==> src/rtl/arb_pkg.sv <==
// Shared definitions for the four-way round-robin bus arbiter.
// Covers the state encoding, the counter width, the requester count and a one-hot helper.
package arb_pkg;

  localparam int ARB_CNT_W = 4;
  localparam int ARB_N     = 4;

  typedef enum logic {
    IDLE = 1'b0,
    HOLD = 1'b1
  } arb_state_t;

  function automatic logic [ARB_N-1:0] onehot4(input logic [1:0] i);
    return ARB_N'(1) << i;
  endfunction

endpackage

==> src/rtl/rr_priority_pick.sv <==
// Rotating-priority picker: first requester at or after ptr (mod 4). Purely combinational.
// There is no backpressure. 'any' is low when no request bit is set.
module rr_priority_pick
  import arb_pkg::*;
(
  input  logic [ARB_N-1:0] req,
  input  logic [1:0]       ptr,
  output logic [1:0]       pick,
  output logic             any
);

  // Scan from the farthest offset down, so the nearest set request wins.
  always_comb begin
    pick = 2'd0;
    any  = 1'b0;
    for (int k = ARB_N - 1; k >= 0; k--) begin
      if (req[ptr + 2'(k)]) begin
        pick = ptr + 2'(k);
        any  = 1'b1;
      end
    end
  end

endmodule

==> src/rtl/rr_bus_arbiter4.sv <==
// Four-way round-robin arbiter. It holds a 32-bit shared bus for LATENCY cycles per grant and pulses Done on the last cycle.
// Back-to-back grants have no bubble. Build with ARB_LOCK_EN to let a locked owner keep the bus for up to LOCK_MAX transactions.
module rr_bus_arbiter4
  import arb_pkg::*;
#(
  parameter int LATENCY  = 2,
  parameter int LOCK_MAX = 4
) (
  input  logic             Clk,
  input  logic             Reset,
  input  logic [ARB_N-1:0] Req,
  input  logic [ARB_N-1:0] Lock,
  input  logic [31:0]      InA,
  input  logic [31:0]      InB,
  input  logic [31:0]      InC,
  input  logic [31:0]      InD,
  output logic [ARB_N-1:0] Grant,
  output logic [1:0]       Sel,
  output logic [31:0]      Out,
  output logic [ARB_N-1:0] Done,
  output logic             Busy
);

  localparam logic [ARB_CNT_W-1:0] CNT_LOAD = ARB_CNT_W'(LATENCY - 1);

  arb_state_t           state, state_nxt;
  logic [ARB_CNT_W-1:0] cnt, cnt_nxt;
  logic [1:0]           ptr, ptr_nxt;
  logic [1:0]           idx, idx_nxt;
  logic [1:0]           pick_ptr, pick_idx;
  logic                 pick_any;
  logic                 lock_go;
  logic                 last_cycle;

  assign last_cycle = (state == HOLD) && (cnt == '0);

  // On a completion the pointer has already moved past the finishing owner.
  assign pick_ptr = (state == HOLD) ? idx + 2'd1 : ptr;

  rr_priority_pick u_pick (
    .req  (Req),
    .ptr  (pick_ptr),
    .pick (pick_idx),
    .any  (pick_any)
  );

`ifdef ARB_LOCK_EN
  localparam logic [ARB_CNT_W-1:0] LOCK_LAST = ARB_CNT_W'(LOCK_MAX - 1);
  logic [ARB_CNT_W-1:0] lock_cnt;

  assign lock_go = Lock[idx] && Req[idx] && (lock_cnt < LOCK_LAST);

  always_ff @(posedge Clk) begin
    if (Reset) begin
      lock_cnt <= '0;
    end else if (last_cycle) begin
      lock_cnt <= lock_go ? lock_cnt + 1'b1 : '0;
    end else if (state == IDLE) begin
      lock_cnt <= '0;
    end
  end
`else
  logic unused_lock;
  assign unused_lock = ^{Lock, 4'(LOCK_MAX)};
  assign lock_go     = 1'b0;
`endif

  always_ff @(posedge Clk) begin
    if (Reset) begin
      state <= IDLE;
      cnt   <= '0;
      ptr   <= 2'd0;
      idx   <= 2'd0;
    end else begin
      state <= state_nxt;
      cnt   <= cnt_nxt;
      ptr   <= ptr_nxt;
      idx   <= idx_nxt;
    end
  end

  always_comb begin
    state_nxt = state;
    cnt_nxt   = cnt;
    ptr_nxt   = ptr;
    idx_nxt   = idx;
    case (state)
      IDLE: begin
        if (pick_any) begin
          state_nxt = HOLD;
          idx_nxt   = pick_idx;
          cnt_nxt   = CNT_LOAD;
        end
      end
      HOLD: begin
        if (cnt != '0) begin
          cnt_nxt = cnt - 1'b1;
        end else begin
          ptr_nxt = idx + 2'd1;
          if (lock_go) begin
            cnt_nxt = CNT_LOAD;
          end else if (pick_any) begin
            idx_nxt = pick_idx;
            cnt_nxt = CNT_LOAD;
          end else begin
            state_nxt = IDLE;
          end
        end
      end
    endcase
  end

  assign Busy  = (state == HOLD);
  assign Grant = Busy ? onehot4(idx) : '0;
  assign Done  = last_cycle ? onehot4(idx) : '0;
  assign Sel   = idx;

  always_comb begin
    case (Sel)
      2'd0:    Out = InA;
      2'd1:    Out = InB;
      2'd2:    Out = InC;
      default: Out = InD;
    endcase
  end

endmodule

==> config.mk <==
export PLATFORM = sky130hd
export DESIGN_NAME = rr_bus_arbiter4
export DESIGN_NICKNAME = d
export VERILOG_FILES = /design/src/rtl/arb_pkg.sv /design/src/rtl/rr_priority_pick.sv /design/src/rtl/rr_bus_arbiter4.sv
export SDC_FILE = /design/constraint.sdc
export NUM_CORES = 1
export LEC_CHECK = 0
export ABC_CLOCK_PERIOD_IN_PS = 2700
export CELL_PAD_IN_SITES_DETAIL_PLACEMENT = 1
export CELL_PAD_IN_SITES_GLOBAL_PLACEMENT = 1
export CORE_ASPECT_RATIO = 1.75
export CORE_MARGIN = 3
export CORE_UTILIZATION = 16
export CTS_CLUSTER_DIAMETER = 100
export DETAILED_ROUTE_END_ITERATION = 12
export PLACE_DENSITY_LB_ADDON = 0.1
export SLEW_MARGIN = 10
export SYNTH_ARGS = -nofsm -noshare
export SYNTH_HDL_FRONTEND = slang
export SYNTH_HIERARCHICAL = 1
export SYNTH_SLANG_ARGS = --single-unit
==> constraint.sdc <==
create_clock -name Clk -period 2.7 [get_ports Clk]
set_clock_uncertainty 0.2 [all_clocks]
set_input_delay 0.81 -clock Clk [delete_from_list [all_inputs] [get_ports Clk]]
set_output_delay 0.81 -clock Clk [all_outputs]
set_load 0.1 [all_outputs]
Word level (Yosys, flattened, before mapping). Index checks and enable logic that the tools add are counted.

Bits of input ports: 138. Register bits after elaboration: 9. Word-level logic and storage cells: 53. RAM bits: 0. Memories kept: 0. Memory bits (read-only): 0. Bits in latches: 0. Output and inout port bits: 43.

Shifts and indexed selects: 1. Equal/unequal tests: 3. Magnitude comparators: 4. Multiplexer cells: 29. Bitwise gates (word level): 2. Div/mod/pow operators: 0. Multiply operators: 0. Reductions and logical operators: 5. Add/subtract/negate cells: 5.

Operators by type and width (count): $pmux W32 S3 (1); $mux W4 (4); $mux W2 (7); $lt A2 B3 Y1 const B (4); $mux W1 (10); $bmux W1 S2 (4); $pmux W4 S2 (1); $add A2 B1 Y2 const B (2); $add A2 B2 Y2 const B (2); $logic_not A4 Y1 (1); $pmux W2 S2 (1); $reduce_bool A4 Y1 (1); $shl A1 B2 Y4 const A (1); $sub A4 B1 Y4 const B (1); $eq A2 B1 Y1 const B (1); $eq A2 B2 Y1 const B (1); $logic_not A2 Y1 (1); $ne A2 B2 Y1 const B (1); $not A1 Y1 (2); $pmux W1 S2 (1); $reduce_and A2 Y1 (1); $logic_and A1 B1 Y1 (1).

Longest topological paths before layout.
Depth in word-level cells: 12. Mapped depth: 8. Depth with buffers taken out: 8.

Hierarchy. The synthesis kept the hierarchy.

By module, submodules not included: rr_bus_arbiter4 (instances 1, area each 1395.1 µm², cells each 174); rr_priority_pick (instances 1, area each 77.6 µm², cells each 13).

Worst setup path after synthesis. No wires, ideal clock.

Path type: register to output. Start: register idx[1], in the netlist Sel[1]. End: output port Done[3]. Setup slack: -1804 ps. Required time: 1690 ps. Arrival time: 3494 ps. Cell stages (with the launch flop): 4. Buffers on the path: 0. Cell sequence: dfxtp_1 ha_1 and2_1 nor2b_1.

Word-level cells in the longest chain between the ends: 2.

Ends and longest elaborated chain: from (decl) (line rr_bus_arbiter4.sv:29) `logic [1:0] idx, idx_nxt;`; from (signal assigned) (line rr_bus_arbiter4.sv:78) `idx <= idx_nxt;`; $shl A1 B2 Y4 (line arb_pkg.sv:14) `return ARB_N'(1) << i;`; $mux W4 (line rr_bus_arbiter4.sv:115) `assign Done = last_cycle ? onehot4(idx) : '0;`; to (decl) (line rr_bus_arbiter4.sv:20) `output logic [ARB_N-1:0] Done,`.

Every way passes these cells.

Worst setup path after layout.
Start: input port InB[1]. End: output port Out[1].

Word-level cells in the longest chain between the ends: 1.

Ends and longest elaborated chain: from (decl) (line rr_bus_arbiter4.sv:14) `input logic [31:0] InB,`; $pmux W32 S3 (line rr_bus_arbiter4.sv:119) `case (Sel)`; to (decl) (line rr_bus_arbiter4.sv:19) `output logic [31:0] Out,`.

Every way passes these cells.

==> flow_summary.ini <==
[worst_hold_path]
holdCritPathClass = reg2reg

[floorplan]
die_y_um = 133
floorplan.core_area_mm2 = 0.00884
rows = 45
starting_density_of_the_core_pct = 16.7
floorplan.die_area_mm2 = 0.0104
die_width_um = 78.5
boundaryPins = 181

[setup_path]
worstPathArrival_ns = 1.84
worst-endpoint-required_ns = 1.69
maximum_fanout_encountered_on_the_critical_timing_path = 1
crit_path_start_kind = input port
cp_top_family = compound AO/OA/AOI/OAI gates
cp_cell_sequence = dlygate4sd2_1, a222oi_1, mux2i_4, buf_12
critPathCaptureType = output port
slowest_stage = a222oi_1
max_stage_delay_ns = 0.46
timing_worst_setup_path_type = in2out
total_buffers_and_inverters_traversed_by_the_critical_path = 2

[sta]
hold_violations = 0
final_period_minus_worst_setup_slack_ns = 2.85
fmax_ghz = 0.351
layout_setup_ws_ns = -0.149
min_period_over_period_pct = 106
setup-violations-final = 32
timing.slew.headroom_pct = 68.2
grt_setup_unrepaired = true
timing.hold.ws_ns = 0.308
fin_setup_tns_ns = -2.92
worst_pin_slew_ns = 0.477
report.final.slew_viol_count = 0

[grt]
grt_util_met2_pct = 36.8
met1_usage_pct = 19.1
grt_start_max_net_pins = 32
grt_overflow = 0
grt_pass1_wl_um = 14800
grt.busiest_layer = met2
grt_util_met3_pct = 3.81
track_usage_pct = 18.1
grt_pass1_vias = 2635
grt_antenna_before_repair = 1

[yosys]
yosys_warnings = 6
synthDistinctLibCells = 28
synth_enable_flop_cells = 0
ys_async_sr_fraction_pct = 0
syn-cell-area_mm2 = 0.00147
yosys-top-cells-area = mux2i_1 (25%), a222oi_1 (22%), dfxtp_1 (12%)
synth_area_per_cell_um2 = 7.88
synth.net_count = 331
synth_largest_area_cell = mux2i_1
dominantRegCellSynth = dfxtp_1
synth_cells = 187
synth.top_cell.area_share_pct = 25.1
sequential_fraction_of_the_synthesis_area_pct = 12.2
number_of_synthesized_register_bits = 9

[power_and_ir_drop]
ir_worst_vdd_v = 0.000391
post-layout-total-power_w = 0.00281
internal_power_w = 0.00134
power.share.switching_pct = 52.2
share_clk_of_total_power_pct = 9.5
power_density_mw_per_mm2 = 609
proportion_of_power_drawn_by_flip_flops_and_latches_pct = 5.6
share_comb_of_total_power_pct = 84.8
switching_power_w = 0.00146
leakage_nw = 1.99

[routing]
initial_drc_count = 143
mean_number_of_vias_per_cell = 4.76
route.vias.total = 2427
drc_errors = 0
wire_length_per_cell_um = 18.3
drt_first_pass_iters = 6
totalWireLength_um = 9350
final_antenna_net_count = 0

[finish]
layout.core_utilization_pct = 52.1
layout.nets = 537
layout-drive-gt1-share_pct = 37.0
area_growth_pct = 213

[cts]
cts_max_level = 1
cts_inserted_buffers = 3
tritoncts = built
clock_tree_buf_depth = 2
later_pin_clock_latency_in_the_skew_report_ns = 0.24
cts_root_buf = clkbuf_16
clkSinkCount = 9
path_clk_slew_ns = 0.04
post_cts_hold_buffer_count = 0

[flow_run]
cap_viol_max_count = 0

[placement]
portbufs = 176
globalplace.congestion = 0.746
dpl.hpwl_um = 7750

[status]
outcome = finished with violations
failed_checks = setup timing
[power by group through the flow]
| stage | combinational, W | sequential [W] | clock (W) |
|---|---|---|---|
| detailed placement | 0.00240 | 0.000162 | 0 |
| global placement | 0.00238 | 0.000161 | 0 |
| finish | 0.00238 | 0.000158 | 0.000267 |
| floorplan | 0.00138 | 0.000194 | 0 |
| CTS | 0.00240 | 0.000158 | 0.000273 |
| global route | 0.00246 | 0.000161 | 0.000285 |
[metal layers]
metal  up-vias  part of all wire, %
li1       1129                    -
met1      1186                   35
met2       110                   58
met3         2                  7.0
met4         0                 0.21
met5         -                    0
[cells by family (layout without fill, tap and decap cells)]
kind of cell    count (synthesis)  after routing  share of synthesized area [%]
compound gates                 42             42                           26.9
flops                           9              9                           12.2
simple gates                   35             35                           14.0
other cells                     0              1                              0
buf+inv                        55            260                           14.3
fa+ha+maj                       6              6                           5.10
mux                            40             40                           27.4
[registers in the layout, summed over array words and instances (netlist names)]
register	cells
Sel	2
cnt	4
ptr	2
Busy	1
[cell usage in the layout, fill, tap and decap left out, types with 2 or more instances in the layout]
cell type and n:
nor4b_1 2, buf_16 2, clkdlybuf4s50_1 37, clkbuf_16 3, clkdlybuf4s15_1 29, ha_4 2
mux2_2 2, nand2b_1 7, nand2_1 4, buf_4 37, nor2_1 7, mux2i_1 5
inv_1 35, a222oi_1 32, dfxtp_1 6, mux2i_4 32, dfxtp_4 2, ha_2 3
a21oi_1 3, buf_12 46, nor3_1 3, dlygate4sd2_1 67, and2_2 6
[metrics by stage]
step           std cells  instance area, um2  setup WS [ns]
2_1_floorplan        187                2010         -0.177
3_3_place_gp         501                4510         -0.333
3_5_place_dp         501                4510         -0.362
4_1_cts              509                4580         -0.170
5_1_grt              510                4600         -0.257
6_report             510                4600         -0.149
[cell usage after synthesis, types with 2 or more instances]
| cell type | count |
|---|---|
| inv_1 | 37 |
| mux2i_1 | 37 |
| a222oi_1 | 32 |
| clkbuf_1 | 15 |
| dfxtp_1 | 9 |
| and2_1 | 7 |
| nand2b_1 | 7 |
| nor2_1 | 7 |
| ha_1 | 6 |
| nand2_1 | 4 |
| a21oi_1 | 3 |
| buf_2 | 3 |
| nor3_1 | 3 |
| mux2_2 | 2 |
| nor4b_1 | 2 |
[what timing repair did]
item / 4_1_cts / 5_1_grt
setup endpoints to repair: 32 / 34
cloned: 2 / 0
gates resized for setup: 115 / 18
pin swaps: 33 / 29
buffers inserted: 4 / 0
[area by class of cell]
class | instances | area, um2
Fill cell | 978 | 4240
Timing Repair Buffer | 219 | 2510
Multi-Input combinational cell | 123 | 1530
Sequential cell | 9 | 189
Tap cell | 117 | 146
Inverter | 37 | 141
Clock buffer | 4 | 78.8
Antenna cell | 1 | 2.50
[worst reg2reg max path, delay by kind of cell, from the launching register on]
kind,cells,cell delay (ns)
AO/OA/AOI/OAI,1,0.07
adder cells (fa/ha/maj),1,0.27
buffers and inverters,1,0.07
flip-flops,1,0.36
multiplexers,2,0.44
AND/OR/NAND/NOR,3,0.37
[worst paths after layout]
path | end | cells after the start | start | slack (ns)
setup / recovery | Out[1] | 4 | InB[1] | -0.15
setup reg to reg | Sel[1] | 8 | Sel[0] | 0.85
hold reg to reg | ptr[1] | 2 | ptr[1] | 0.31
hold / removal | ptr[1] | 2 | ptr[1] | 0.31
(Power assumes the default switching activity.)
